<file path="src/rtl/mux4_arb_pkg.sv">
// Shared types and constants for the four-way round-robin mux arbiter.
// Holds the FSM state encoding and the requester/owner widths.
package mux4_arb_pkg;

   localparam int N_REQ   = 4;
   localparam int OWNER_W = 2;

   typedef enum logic {
      IDLE = 1'b0,
      BUSY = 1'b1
   } state_e;

   function automatic logic onehot0(input logic [N_REQ-1:0] v);
      return (v & (v - N_REQ'(1))) == N_REQ'(0);
   endfunction

endpackage

</file>
<file path="src/rtl/mux4_rr_arb_rr_pick.sv">
// Combinational round-robin picker: first set request above ptr, wrapping
// modulo N_REQ, returned both as a one-hot vector and as an index.
module rr_pick
   import mux4_arb_pkg::*;
(
   input  logic [N_REQ-1:0]   req,
   input  logic [OWNER_W-1:0] ptr,
   output logic [N_REQ-1:0]   pick_oh,
   output logic [OWNER_W-1:0] pick_idx,
   output logic               pick_vld
);

   // Scan downward so the nearest candidate after ptr is written last and wins.
   always_comb begin
      logic [OWNER_W-1:0] cand;
      cand     = ptr;
      pick_idx = ptr;
      for (int k = N_REQ; k >= 1; k--) begin
         cand     = ptr + OWNER_W'(k);
         pick_idx = req[cand] ? cand : pick_idx;
      end
      pick_vld = |req;
      pick_oh  = pick_vld ? (N_REQ'(1) << pick_idx) : N_REQ'(0);
   end

endmodule

</file>
<file path="src/rtl/mux4_rr_arb.sv">
// Four-requester round-robin arbiter driving the selects of a shared 4:1 mux,
// with optional per-owner hold limit (MAX_HOLD=0 disables the limit).
module mux4_rr_arb
   import mux4_arb_pkg::*;
#(
   parameter int MAX_HOLD = 16
) (
   input  logic               clk,
   input  logic               rst_n,
   input  logic [N_REQ-1:0]   req,
   input  logic [N_REQ-1:0]   rel,
   output logic [N_REQ-1:0]   gnt,
   output logic               s0,
   output logic               s1,
   output logic               s2,
   output logic               sel_vld,
   output logic [OWNER_W-1:0] owner,
   output logic               timeout
);

   localparam int CNT_W = (MAX_HOLD > 0) ? $clog2(MAX_HOLD + 1) : 1;
   localparam logic [CNT_W-1:0] HOLD_LIM = CNT_W'(MAX_HOLD);
   localparam logic [CNT_W-1:0] CNT_MAX  = {CNT_W{1'b1}};

   state_e               state_q, state_d;
   logic [N_REQ-1:0]     gnt_q, gnt_d;
   logic [OWNER_W-1:0]   owner_q, owner_d;
   logic [OWNER_W-1:0]   ptr_q, ptr_d;
   logic [CNT_W-1:0]     cnt_q, cnt_d;
   logic                 timeout_q, timeout_d;
   logic [2:0]           sel_q, sel_d;
   logic                 sel_vld_q, sel_vld_d;

   logic [N_REQ-1:0]     pick_oh;
   logic [OWNER_W-1:0]   pick_idx;
   logic                 pick_vld;
   logic                 release_s;
   logic                 expired_s;

   rr_pick u_pick (
      .req      (req),
      .ptr      (ptr_q),
      .pick_oh  (pick_oh),
      .pick_idx (pick_idx),
      .pick_vld (pick_vld)
   );

   assign release_s = rel[owner_q] | ~req[owner_q];
   assign expired_s = (MAX_HOLD > 0) && (cnt_q == HOLD_LIM);

   // Next-state logic; a release always parks in IDLE for one cycle so that
   // two owners never see back-to-back selects.
   always_comb begin
      state_d   = state_q;
      gnt_d     = gnt_q;
      owner_d   = owner_q;
      ptr_d     = ptr_q;
      cnt_d     = cnt_q;
      timeout_d = 1'b0;
      case (state_q)
         IDLE: begin
            if (pick_vld) begin
               state_d = BUSY;
               gnt_d   = pick_oh;
               owner_d = pick_idx;
               cnt_d   = CNT_W'(1);
            end else begin
               gnt_d   = N_REQ'(0);
            end
         end
         BUSY: begin
            if (release_s || expired_s) begin
               state_d   = IDLE;
               gnt_d     = N_REQ'(0);
               ptr_d     = owner_q;
               cnt_d     = CNT_W'(0);
               timeout_d = ~release_s;
            end else begin
               cnt_d     = (cnt_q == CNT_MAX) ? cnt_q : cnt_q + CNT_W'(1);
            end
         end
         default: begin
            state_d = IDLE;
            gnt_d   = N_REQ'(0);
            cnt_d   = CNT_W'(0);
         end
      endcase
      sel_d     = gnt_d[2:0];
      sel_vld_d = |gnt_d;
   end

   // State and output registers; ptr resets to 3 so requester 0 wins first.
   always_ff @(posedge clk or negedge rst_n) begin
      if (!rst_n) begin
         state_q   <= IDLE;
         gnt_q     <= N_REQ'(0);
         owner_q   <= OWNER_W'(0);
         ptr_q     <= OWNER_W'(3);
         cnt_q     <= CNT_W'(0);
         timeout_q <= 1'b0;
         sel_q     <= 3'b000;
         sel_vld_q <= 1'b0;
      end else begin
         state_q   <= state_d;
         gnt_q     <= gnt_d;
         owner_q   <= owner_d;
         ptr_q     <= ptr_d;
         cnt_q     <= cnt_d;
         timeout_q <= timeout_d;
         sel_q     <= sel_d;
         sel_vld_q <= sel_vld_d;
      end
   end

   assign gnt     = gnt_q;
   assign s0      = sel_q[0];
   assign s1      = sel_q[1];
   assign s2      = sel_q[2];
   assign sel_vld = sel_vld_q;
   assign owner   = owner_q;
   assign timeout = timeout_q;

endmodule

</file>
<file path="config.mk">
export PLATFORM = sky130hd
export DESIGN_NAME = mux4_rr_arb
export DESIGN_NICKNAME = d
export VERILOG_FILES = /design/src/rtl/mux4_arb_pkg.sv /design/src/rtl/mux4_rr_arb_rr_pick.sv /design/src/rtl/mux4_rr_arb.sv
export SDC_FILE = /design/constraint.sdc
export NUM_CORES = 1
export LEC_CHECK = 0
export CAP_MARGIN = 25
export CORE_AREA = 2 2 51 53
export DETAILED_ROUTE_END_ITERATION = 7
export DIE_AREA = 0 0 53 55
export PLACE_DENSITY = 0.72
export SLEW_MARGIN = 15
export SYNTH_ARGS = -nofsm -noshare
export SYNTH_HDL_FRONTEND = slang
export SYNTH_HIERARCHICAL = 1
export SYNTH_SLANG_ARGS = --single-unit
</file>
<file path="constraint.sdc">
create_clock -name clk -period 2.25 [get_ports clk]
set_clock_uncertainty 0.05 [all_clocks]
set_input_delay 0.45 -clock clk [delete_from_list [all_inputs] [get_ports clk]]
set_output_delay 0.45 -clock clk [all_outputs]
set_load 0.02 [all_outputs]
</file>
Word-level counts from Yosys, hierarchy flattened
Index checks and enable logic that the tools add are counted.
{"block": "word_totals", "reg_bits": 19, "out_inout_bits": 11, "inputBits": 10}
{"block": "classes", "n_mux": 25, "n_lt_le_gt_ge": 4, "n_eq_ne": 4, "add_sub_neg": 4, "bitwise": 4, "reduce_logical": 6, "n_shift": 1}
{"operator": "two-way mux 5 bit", "count": 3}
{"operator": "< comparator 2 x 3 -> 1 bit (second input constant)", "count": 4}
{"operator": "binary-select mux 1 bit (select 2 bit)", "count": 5}
{"operator": "equality test 5 bit (second input constant)", "count": 2}
{"operator": "one-hot mux 5 bit (2 select lines)", "count": 1}
{"operator": "two-way mux 1 bit", "count": 9}
{"operator": "two-way mux 4 bit", "count": 2}
{"operator": "one-hot mux 4 bit (2 select lines)", "count": 1}
{"operator": "OR reduction 4 bit", "count": 2}
{"operator": "two-way mux 2 bit", "count": 3}
{"operator": "AND reduction 2 bit", "count": 3}
{"operator": "adder 5 x 1 -> 5 bit (second input constant)", "count": 1}
{"operator": "adder 2 bit (second input constant)", "count": 2}
{"operator": "left shift 1 x 2 -> 4 bit (first input constant)", "count": 1}
{"operator": "!= test 3 bit (second input constant)", "count": 1}
{"operator": "inverter 1 bit", "count": 3}
{"operator": "adder 2 x 1 -> 2 bit (second input constant)", "count": 1}
{"operator": "!= test 2 bit (second input constant)", "count": 1}
{"operator": "one-hot mux 1 bit (2 select lines)", "count": 1}
{"operator": "logical OR 1 bit", "count": 1}
{"operator": "OR 1 bit", "count": 1}

Depth between registers and ports, before layout
Gate-level depths: netlist of run 1.
{"block": "logic_depth", "depth_word": 10, "mapped_depth": 7, "depth_no_buf": 7}

Hierarchy
Netlist of run 1, hierarchy kept.
{"module": "mux4_rr_arb", "area_per_inst_um2": 879.6, "seq_area_each_um2": 402.9, "cells_each": 74, "instances": 1}
{"module": "rr_pick", "area_per_inst_um2": 197.7, "seq_area_each_um2": 0.0, "cells_each": 31, "instances": 1}

Least setup slack after synthesis of run 1
No wires, ideal clock.
{"block": "synth_path", "kind": "in2reg", "startpoint": "input port req[1]", "endpoint": "register state_q", "path_buffers": 2, "setup_time_ps": 127, "setup_slack_ps": 402, "cell_stages": 5, "arrival_ps": 1670, "cell_sequence": "buf_6 or4_1 nor2b_1 clkbuf_1 or2_2"}
{"item": "from (decl)", "line": "mux4_rr_arb.sv:10", "source": "input logic [N_REQ-1:0] req,"}
{"item": "OR reduction 4 bit", "line": "mux4_rr_arb_rr_pick.sv:22", "source": "pick_vld = |req;"}
{"item": "net pick_vld", "line": "mux4_rr_arb.sv:36", "source": "logic pick_vld;"}
{"item": "two-way mux 1 bit", "line": "mux4_rr_arb.sv:62", "source": "if (pick_vld) begin"}
{"item": "one-hot mux 1 bit (2 select lines)", "line": "mux4_rr_arb.sv:60", "source": "case (state_q)"}
{"item": "net state_d", "line": "mux4_rr_arb.sv:25", "source": "state_e state_q, state_d;"}
{"item": "to (signal assigned)", "line": "mux4_rr_arb.sv:104", "source": "state_q <= state_d;"}
{"item": "to (decl)", "line": "mux4_rr_arb.sv:25"}
The timed path passes the listed nets, and every way through them passes these cells. The select of a mux whose other input is x is not followed.
A chain may end at the register's enable or synchronous reset.

Worst setup path after layout of run 1
{"block": "layout_path", "startpoint": "input port req[1]", "endpoint": "register gnt_q[3], in the netlist gnt[3]"}
{"block": "layout_between", "elab_chain_len": 8}
{"item": "binary-select mux 1 bit (select 2 bit)", "line": "mux4_rr_arb_rr_pick.sv:20", "source": "pick_idx = req[cand] ? cand : pick_idx;"}
{"item": "two-way mux 1 bit (not written as such)", "line": "mux4_rr_arb_rr_pick.sv:20"}
{"item": "two-way mux 2 bit (3 in series)", "line": "mux4_rr_arb_rr_pick.sv:20"}
{"item": "left shift 1 x 2 -> 4 bit", "line": "mux4_rr_arb_rr_pick.sv:23", "source": "pick_oh = pick_vld ? (N_REQ'(1) << pick_idx) : N_REQ'(0);"}
{"item": "two-way mux 4 bit", "line": "mux4_rr_arb.sv:62"}
{"item": "one-hot mux 4 bit (2 select lines) *", "line": "mux4_rr_arb.sv:60"}
{"item": "net gnt_d[3]", "line": "mux4_rr_arb.sv:26", "source": "logic [N_REQ-1:0] gnt_q, gnt_d;"}
{"item": "to (signal assigned)", "line": "mux4_rr_arb.sv:105", "source": "gnt_q <= gnt_d;"}
{"item": "to (decl)", "line": "mux4_rr_arb.sv:26"}
Mark *: on every way through the listed nets, which the timed path passes. The rest lies on a longest branch. The select of a mux whose other input is x is not followed.

==> summary.md, run 1 <==
The flow ran to the end, and the final reports show no timing, DRC or antenna violations. The die is 55 um tall. The number of gates resized after CTS was 0. Worst setup path category: in2reg.

The number of setup violations in the final report was 0; the hold buffer count at cts was 0. The root buffer cell chosen for the clock tree is sky130_fd_sc_hd__clkbuf_4. Number of DRC violations after detailed routing: 0.

The worst register-to-register path ends at sel_vld. The worst setup path is launched from an input pin. The mean area per synthesized cell is 10.3 um^2.

The logs give 43 for the distinct cell type count after synthesis and 3930 um for the global-route wire length before repair. The number of violations of the max-capacitance limit is 0, and the routed wirelength normalized by instance count is 14.7 um. The most frequent standard cell in the layout excluding fill and tap cells is sky130_fd_sc_hd__clkdlybuf4s50_1. The sequential power share is 37.5%. After detailed routing, the number of vias per cell comes to 5.73. For the boundary pin count, the log shows 21. After clock tree synthesis, the clock-pin slew on the worst setup and hold paths is 0.10 ns.

The number of antenna violations at the first check in global routing was 0; the clock sink count was 16. In this run the worst setup path terminates at gnt[3]. The clock network burns 12.8% of the power. The count of final hold-check violations was 0.

The timing startpoint of the critical path is req[1]. The overall global routing resource usage was 18.9%; the total number of yosys warnings was 6. Summing all flip-flop and latch instances after layout gives 403 um^2. Summed over all failing endpoints, the final setup total negative slack is 0 ns.

Counting every instance in the synthesized netlist gives 105. The core region is 2360 um^2. The logs give -0.0433 ns for the worst slack at placement and 1820 um for the post-detailed-placement half-perimeter wirelength. The layout has 218 filler cells. Counting flops with a built-in enable in the synthesized netlist gives 0. During placement, the flow inserted port buffers numbering 20. Routability-driven placement finished with a final weighted congestion of 0.840. Setup slack closes at 0.256 ns. The run gives 118 as the number of nets in the synthesized netlist. The transition time at the pin with the least slew margin is 0.725 ns.

Number of buffer and inverter instances along the worst setup path: 2. For the length of the first detailed-routing pass in iterations, the log shows 4. Cells fill 57.5% of the core in the end.

The tools report the total congestion overflow as 0. The tools report the final number of max-transition violations as 0. The width of the chip is 53 um, and the switching component of the power is 0.589 mW. Of all nets on the critical path, the largest fanout is 8.

The power per standard cell area works out to 1080 nW/um^2. Cell internal power was estimated by the tool at 0.879 mW. In the synthesized netlist the dominant register cell turns out to be sky130_fd_sc_hd__dfrtp_1.

The highest attainable clock frequency was 502 MHz. The run gives 2 as the number of buffers between clock root and the deepest sink. The worst IR drop on VDD was 542 uV; the fraction of final layout cells with drive strength greater than 1 was 22.3%. The number of global-route vias before repair came out at 921.

Measured against its own limit, the worst slew margin works out to 51.5%. The total via count in the routed design is 917, and the effective utilization at floorplan is 45.6%. The part of the total power dissipated in combinational logic is 49.8%. The floorplan step defined a die boundary enclosing 2920 um^2. Entering global routing, the biggest net connects 17 pins. The count of antenna diodes in the layout was 0; the number of buffers created by CTS was 3.

In this run the remaining antenna-violating nets after routing total 0. The signal on the critical path passes through clkdlybuf4s50_1 -> nand2b_1 -> mux4_2 -> buf_4 -> nor2_4 -> a22o_1. The number of cells on the critical path was 6; the stage delay of the slowest cell on the critical path was 0.56 ns. TritonCTS built the clock tree. The tools report the H-tree depth as 1.

The switching share of power works out to 40.1%. Row generation in the floorplan step produced 18 rows. Of all flip-flops after synthesis, the portion carrying an async set or reset was 100%.

The worst register-to-register path has a setup slack of 0.38 ns. Cell class contributing the biggest share of worst-path delay: buffers and inverters. The multi-input combinational cells in the finished layout cover a total of 599 um^2. For the data arrival time of the critical path, the log shows 2.16 ns. For this design the static power due to leakage is 0.592 nW. The tools report the net count reported at finish as 144. At the later pin of the worst-skew pair, clock insertion delay measures 0.28 ns. Category of the worst setup path capture point: a flip-flop. The worst hold path class is reg2reg. Summed over all layers, the routed wires come to 2340 um. After clock tree synthesis, the setup repair step added 0 buffers. Startpoint of the worst register-to-register path: ptr_q[1]. The share of the cycle needed by the critical path after routing was 88.6%; the count of state elements after synthesis was 16. Among all stages on the critical path, the largest delay is contributed by sky130_fd_sc_hd__clkdlybuf4s50_1.

For this run, the register share of the synthesized area comes to 37.4%. The iteration-0 DRC count of the detailed router is 26. Setup repair after global routing left no endpoint under its margin.

The top cell types in the final layout, fill and taps aside, are sky130_fd_sc_hd__clkdlybuf4s50_1 (20), sky130_fd_sc_hd__dfrtp_1 (14), sky130_fd_sc_hd__buf_4 (8). The total standard cell area after synthesis is 1080 um^2. Number of cells traversed by the worst register-to-register path: 5.

For the finished layout, the period the worst path requires is 1.99 ns. The synthesis-to-layout area growth works out to 26.1%. STA puts the critical path data required time at 2.41 ns.
-- cell families (layout without fill, tap and decap cells) --
group	count (synthesis)	in the layout	share of synthesized area [%]
compound gates	33	33	23.8
flops	16	16	37.4
mux	6	6	8.36
buf+inv	13	38	6.97
fa+ha+maj	3	3	3.48
simple gates	34	34	20.0
-- cell type report --
cell class,instances,share of cell area (%)
multi-input cells,76,44.1
flip-flops and latches,16,29.7
repair buffers,28,19.2
well taps,30,2.76
clock buffers,4,2.67
inverters,6,1.66
-- synthesized netlist by cell type, types with 2 or more instances --
cell type	count	share of area, %
sky130_fd_sc_hd__buf_6	2	2.1
sky130_fd_sc_hd__and3_1	3	1.7
sky130_fd_sc_hd__o31ai_1	2	1.4
sky130_fd_sc_hd__inv_1	6	2.1
sky130_fd_sc_hd__nand2_1	3	1.0
sky130_fd_sc_hd__dfstp_2	2	4.9
sky130_fd_sc_hd__o21a_1	2	1.4
sky130_fd_sc_hd__a32o_2	2	2.1
sky130_fd_sc_hd__mux2_2	3	3.1
sky130_fd_sc_hd__clkbuf_1	2	0.70
sky130_fd_sc_hd__o21ai_0	5	2.3
sky130_fd_sc_hd__ha_1	3	3.5
sky130_fd_sc_hd__a21oi_1	6	2.8
sky130_fd_sc_hd__mux4_2	2	4.2
sky130_fd_sc_hd__buf_4	3	2.1
sky130_fd_sc_hd__dfrtp_1	14	33
sky130_fd_sc_hd__a22o_1	5	4.1
sky130_fd_sc_hd__nor2_1	4	1.4
sky130_fd_sc_hd__nand2b_1	7	4.1
sky130_fd_sc_hd__nor2b_1	6	3.5
-- layer usage --
metal  global-route usage (%)  up-vias  routed length (um)  part of all wire (%)
li1                         -      440                   -                     -
met1                     22.0      451                1110                    48
met2                     33.5       24                1130                    48
met3                     2.69        2                  57                   2.4
met4                     10.7        0                  38                   1.6
met5                        0        -                   0                     0
-- per-stage QoR --
step / instance area (um^2) / hold WS, ns / cells / power [mW]
final: 1360 / 0.501 / 160 / 1.47
after global routing: 1360 / 0.520 / 160 / 1.57
after detailed placement: 1320 / 0.468 / 156 / 1.29
after floorplan: 1080 / 0.104 / 105 / 1.04
after CTS: 1360 / 0.492 / 160 / 1.48
after global placement: 1320 / 0.458 / 156 / 1.27
-- power by group through the flow --
stage               Combinational, mW  Sequential (mW)  Clock (mW)
floorplan                       0.496            0.543           0
global placement                0.718            0.548           0
detailed placement              0.731            0.556           0
CTS                             0.735            0.551       0.193
global route                    0.792            0.571       0.207
finish                          0.731            0.550       0.187
-- registers in the layout (all words and copies together) (netlist names) --
signal / count
cnt_q: 5
ptr_q: 2
sel_vld: 1
owner: 2
state_q: 1
sel_q: 2
gnt: 2
timeout: 1
-- worst min path at each step --
| stage | startpoint | to | slack, ns | depth (start not counted) |
|---|---|---|---|---|
| after floorplan | rst_n | cnt_q[0] | 0.10 | 0 |
| after global placement | cnt_q[4] | cnt_q[4] | 0.46 | 1 |
| after detailed placement | cnt_q[4] | cnt_q[4] | 0.47 | 1 |
| after CTS | cnt_q[4] | cnt_q[4] | 0.49 | 1 |
| after global routing | cnt_q[4] | cnt_q[4] | 0.52 | 1 |
| final | cnt_q[4] | cnt_q[4] | 0.50 | 1 |
Note: power is estimated with default switching activity, not from simulation.
==> inputs of run 2 (changes only) <==
- ABC_AREA: not set -> 1
- CORE_AREA: 2 2 51 53 -> 2 2 50 52
- DIE_AREA: 0 0 53 55 -> 0 0 52 54
- PLACE_DENSITY: 0.72 -> 0.73
==> run 2 against run 1 <==
Sequential share of layout area up 1.6 points. Critical path depth up 8. Non-clock buffer count down 8. Core utilization down 1.8 points. Clock power about the same. Global-route usage down 1.5 points. Via count up 6.3%. Setup slack better by 0.069 ns. Synthesized area down 2.4%.
==> summary.md, run 2 <==
The async set or reset register ratio after synthesis is 100% (unchanged), and the number of buffers inserted by post-CTS setup repair is 0 (unchanged). The tools report the met2 demand-to-capacity share in global routing as 29.7% (was 33.5%). The synthesis-to-layout area growth is 22.9% (was 26.1%), and the boundary pin count is 21 (unchanged). The fraction of synthesized area in multiplexers works out to 0% (was 8.36%). The number of global-route vias before repair was 862 (was 921); the final number of max-transition violations was 0 (unchanged). The setup slack of the worst register-to-register path was 0.39 ns (was 0.38 ns); the total via count in the routed design was 975 (was 917). The number of nets in the synthesized netlist came out at 161 (was 118). Fraction of met3 tracks used by global routing: 3.33% (was 2.69%). The stage delay of the slowest cell on the critical path works out to 0.52 ns (was 0.56 ns).

The logs give 519 MHz (was 502 MHz) for the highest attainable clock frequency and 16 (unchanged) for the clock sink count. The relative slew slack was 50.7% (was 51.5%); the post-synthesis adder-cell area fraction was 3.57% (was 3.48%). Register name with the most flops: cnt_q (unchanged).

For the end-of-flow core utilization, the log shows 55.7% (was 57.5%). The routing layer with the top usage in global route is met2 (unchanged). The hold buffer count at cts is 0 (unchanged), and the routability congestion estimate is 0.801 (was 0.840).

The count of input and output buffers was 20 (unchanged). The post-synthesis simple-gate area fraction is 38.8% (was 20.0%). The overall global routing resource usage is 17.4% (was 18.9%), and the source-to-sink clock delay at the later pin of the worst-skew pair is 0.28 ns (about the same). The worst slack at placement was 0.0411 ns (was -0.0433 ns). The number of flops mapped to enable cells by yosys came out at 0 (unchanged). Clock-pin slew on the worst setup and hold paths: 0.10 ns (about the same). Worst hold path class: reg2reg (unchanged). The run gives 0.325 ns (was 0.256 ns) as the smallest setup slack after layout. The required arrival time at the worst endpoint is 2.39 ns (was 2.41 ns).

Static leakage power: 0.667 nW (was 0.592 nW). The global-route wire length before repair was 3660 um (was 3930 um). The minimum clock period works out to 1.92 ns (was 1.99 ns). For the iteration-0 DRC count of the detailed router, the log shows 28 (was 26).

Fraction of final layout cells with drive strength greater than 1: 12.5% (was 22.3%). The logs give 220 (was 218) for the fill cell instance count of the final layout and 0.468 ns (was 0.501 ns) for the smallest hold slack. The via density per instance was 4.92 (was 5.73); the global routing met1 resource utilization was 22.7% (was 22.0%). The highest-delay cell along the critical path was sky130_fd_sc_hd__clkdlybuf4s50_1 (unchanged). Number of flip-flops in the largest register: 5 (unchanged). The number of nets with antenna violations after routing was 0 (unchanged). Largest area contributor in the synthesized netlist: sky130_fd_sc_hd__dfrtp_1 (unchanged).

Routed wirelength normalized by instance count: 11.0 um (was 14.7 um). The tools report the startpoint type of the worst setup path as an input pin (unchanged). The number of antenna violations at the first check in global routing was 0 (unchanged); the H-tree depth was 1 (unchanged). The setup TNS came out at 0 ns (unchanged).

The most frequent standard cell in the layout excluding fill and tap cells was sky130_fd_sc_hd__nand2_1 (was sky130_fd_sc_hd__clkdlybuf4s50_1). The run finished with clean final reports. The number of violations of the max-capacitance limit was 0 (unchanged).

TritonCTS built the clock tree. Leading cell types in the layout, fill and taps excluded: sky130_fd_sc_hd__nand2_1 (50), sky130_fd_sc_hd__clkdlybuf4s50_1 (20), sky130_fd_sc_hd__inv_1 (16) (was sky130_fd_sc_hd__clkdlybuf4s50_1 (20), sky130_fd_sc_hd__dfrtp_1 (14), sky130_fd_sc_hd__buf_4 (8)). The area share of the leading cell type in the synthesized netlist is 33.3% (was 32.5%). Most common cell in the netlist: sky130_fd_sc_hd__nand2_1 (was sky130_fd_sc_hd__dfrtp_1).

Cell types with the highest counts after synthesis: sky130_fd_sc_hd__nand2_1 (50), sky130_fd_sc_hd__inv_1 (16), sky130_fd_sc_hd__nor2_1 (15) (was sky130_fd_sc_hd__dfrtp_1 (14), sky130_fd_sc_hd__nand2b_1 (7), sky130_fd_sc_hd__a21oi_1 (6), sky130_fd_sc_hd__inv_1 (6), sky130_fd_sc_hd__nor2b_1 (6)). The most used flip-flop cell after synthesis is sky130_fd_sc_hd__dfrtp_1 (unchanged). Total number of yosys warnings: 6 (unchanged).

Largest fanout on the critical path: 4 (was 8). The power per standard cell area was 1380 nW/um^2 (was 1080 nW/um^2); the fraction of synthesized cell area in xor and xnor cells was 1.67% (was 0%). The width of the chip came out at 52 um (was 53 um). The tools report the post-detailed-placement half-perimeter wirelength as 1690 um (was 1820 um).

The number of DRC violations after detailed routing came out at 0 (unchanged). The distinct cell type count after synthesis is 22 (was 43), and the number of buffers between clock root and the deepest sink is 2 (unchanged). The site row count is 18 (unchanged). The logs give 3 (unchanged) for the number of buffers created by CTS and 38.3% (was 37.4%) for the sequential fraction of the synthesis area. The data arrival time of the critical path came out at 2.06 ns (was 2.16 ns).

Mean area per synthesized cell: 7.10 um^2 (was 10.3 um^2). For the length of the first detailed-routing pass in iterations, the log shows 4 (unchanged). The worst setup path category is in2reg (unchanged).

The count of state elements after synthesis was 16 (unchanged); the share of the cycle needed by the critical path after routing was 85.6% (was 88.6%). Root buffer cell: sky130_fd_sc_hd__clkbuf_4 (unchanged). The tools report the number of setup violations in the final report as 0 (unchanged).

The effective utilization at floorplan was 45.3% (was 45.6%); the full die area was 2810 um^2 (was 2920 um^2). Area contributors post-synth: sky130_fd_sc_hd__dfrtp_1 (33%), sky130_fd_sc_hd__nand2_1 (18%), sky130_fd_sc_hd__nand3_1 (5.7%) (was sky130_fd_sc_hd__dfrtp_1 (33%), sky130_fd_sc_hd__dfstp_2 (4.9%), sky130_fd_sc_hd__mux4_2 (4.2%)). The logs give 0 (unchanged) for the post-cts repair resize count and 2320 um^2 (was 2360 um^2) for the area of the placeable core. The count of final hold-check violations came out at 0 (unchanged). Total standard cell area after synthesis: 1050 um^2 (was 1080 um^2). Largest family of logic cells by synthesized area: simple AND/OR/NAND/NOR gates (was compound AO/OA/AOI/OAI gates).

Cells along the critical path: clkdlybuf4s50_1 -> inv_1 -> o21ai_1 -> nand2_1 -> nand2_1 -> nand2_2 -> nand2_1 -> nand2_1 -> nand3_1 -> nor2_1 -> nand2_1 -> nand2_1 -> nor2_1 -> nand2_1 (was clkdlybuf4s50_1 -> nand2b_1 -> mux4_2 -> buf_4 -> nor2_4 -> a22o_1). Among the stages of the critical path, the cell type that occurs most often is sky130_fd_sc_hd__nand2_1. The total congestion overflow was 0 (unchanged).

The tools report the final wirelength as 2180 um (was 2340 um). The tools report the category of the worst setup path capture point as a flip-flop (unchanged). The pin count of the biggest net entering global routing is 17 (unchanged). The net count reported at finish was 182 (was 144). The tools report the cell count after synthesis as 148 (was 105). For the worst IR drop on VDD, the log shows 678 uV (was 542 uV).

Complex-gate fraction of the synthesized area: 7.50% (was 23.8%). The transition time at the pin with the least slew margin works out to 0.737 ns (was 0.725 ns). The height of the die works out to 54 um (was 55 um).

Setup repair after global routing left no endpoint under its margin. For the count of antenna diodes in the layout, the log shows 0 (unchanged).
-- run 2: cell types whose count changed in the layout (fill, tap and decap cells not counted), sizes merged, moves of 3 or more --
cell,previous run,this run
nand2,3,55
and3,3,0
nor2,5,17
nand2b,7,0
inv,6,18
nand3,0,16
buf,8,0
a22o,5,0
nor2b,6,0
o21ai,7,11
mux2,4,0
-- run 2: power breakdown --
group	internal, mW	switching [mW]	total [mW]
combinational	0.401	0.653	1.05
sequential	0.412	0.132	0.544
clock	0.0984	0.0890	0.187
total	0.911	0.874	1.79
-- run 2: path summary, 6_finish.rpt --
kind / startpoint / cells past startpoint / endpoint
min in group asynchronous: rst_n / 1 / cnt_q[1]
setup reg to reg: ptr_q[0] / 13 / sel_vld
setup / recovery: req[3] / 14 / sel_vld
hold reg to reg: gnt[3] / 2 / gnt[3]
max in group asynchronous: rst_n / 1 / owner[0]
hold / removal: gnt[3] / 2 / gnt[3]
-- run 2: per-stage QoR --
step,total power [mW],instances,instance area [um^2]
2_1_floorplan,1.33,148,1050
3_3_place_gp,1.56,194,1250
3_5_place_dp,1.60,194,1250
4_1_cts,1.80,198,1290
5_1_grt,1.97,198,1290
6_report,1.79,198,1290
-- run 2: layer usage --
| layer | vias to the layer above | wire, um |
|---|---|---|
| li1 | 502 | - |
| met3 | 2 | 74 |
| met2 | 22 | 1100 |
| met5 | - | 0 |
| met4 | 0 | 19 |
| met1 | 449 | 982 |
-- run 2: cell families after synthesis --
kind of cell	count (synthesis)
and+or+nand+nor	90
buffers and inverters	22
DFF	16
AOI/OAI and AO/OA	15
adders and majority gates	3
xor gates and xnor gates	2
-- run 2: final cells by class --
cell class | instances | area (um^2) | share of cell area, %
timing repair buffer | 20 | 200 | 15.5
sequential | 16 | 403 | 31.2
multi-input combinational | 110 | 542 | 42.0
tap | 30 | 37.5 | 2.91
clock buffer | 4 | 36.3 | 2.81
inverter | 18 | 72.6 | 5.62
-- run 2: critical path: cells and delay by family --
kind / cells / cell delay, ns
AOI/OAI and AO/OA: 1 / 0.23
buffers and inverters: 2 / 0.57
and+or+nand+nor: 11 / 0.79
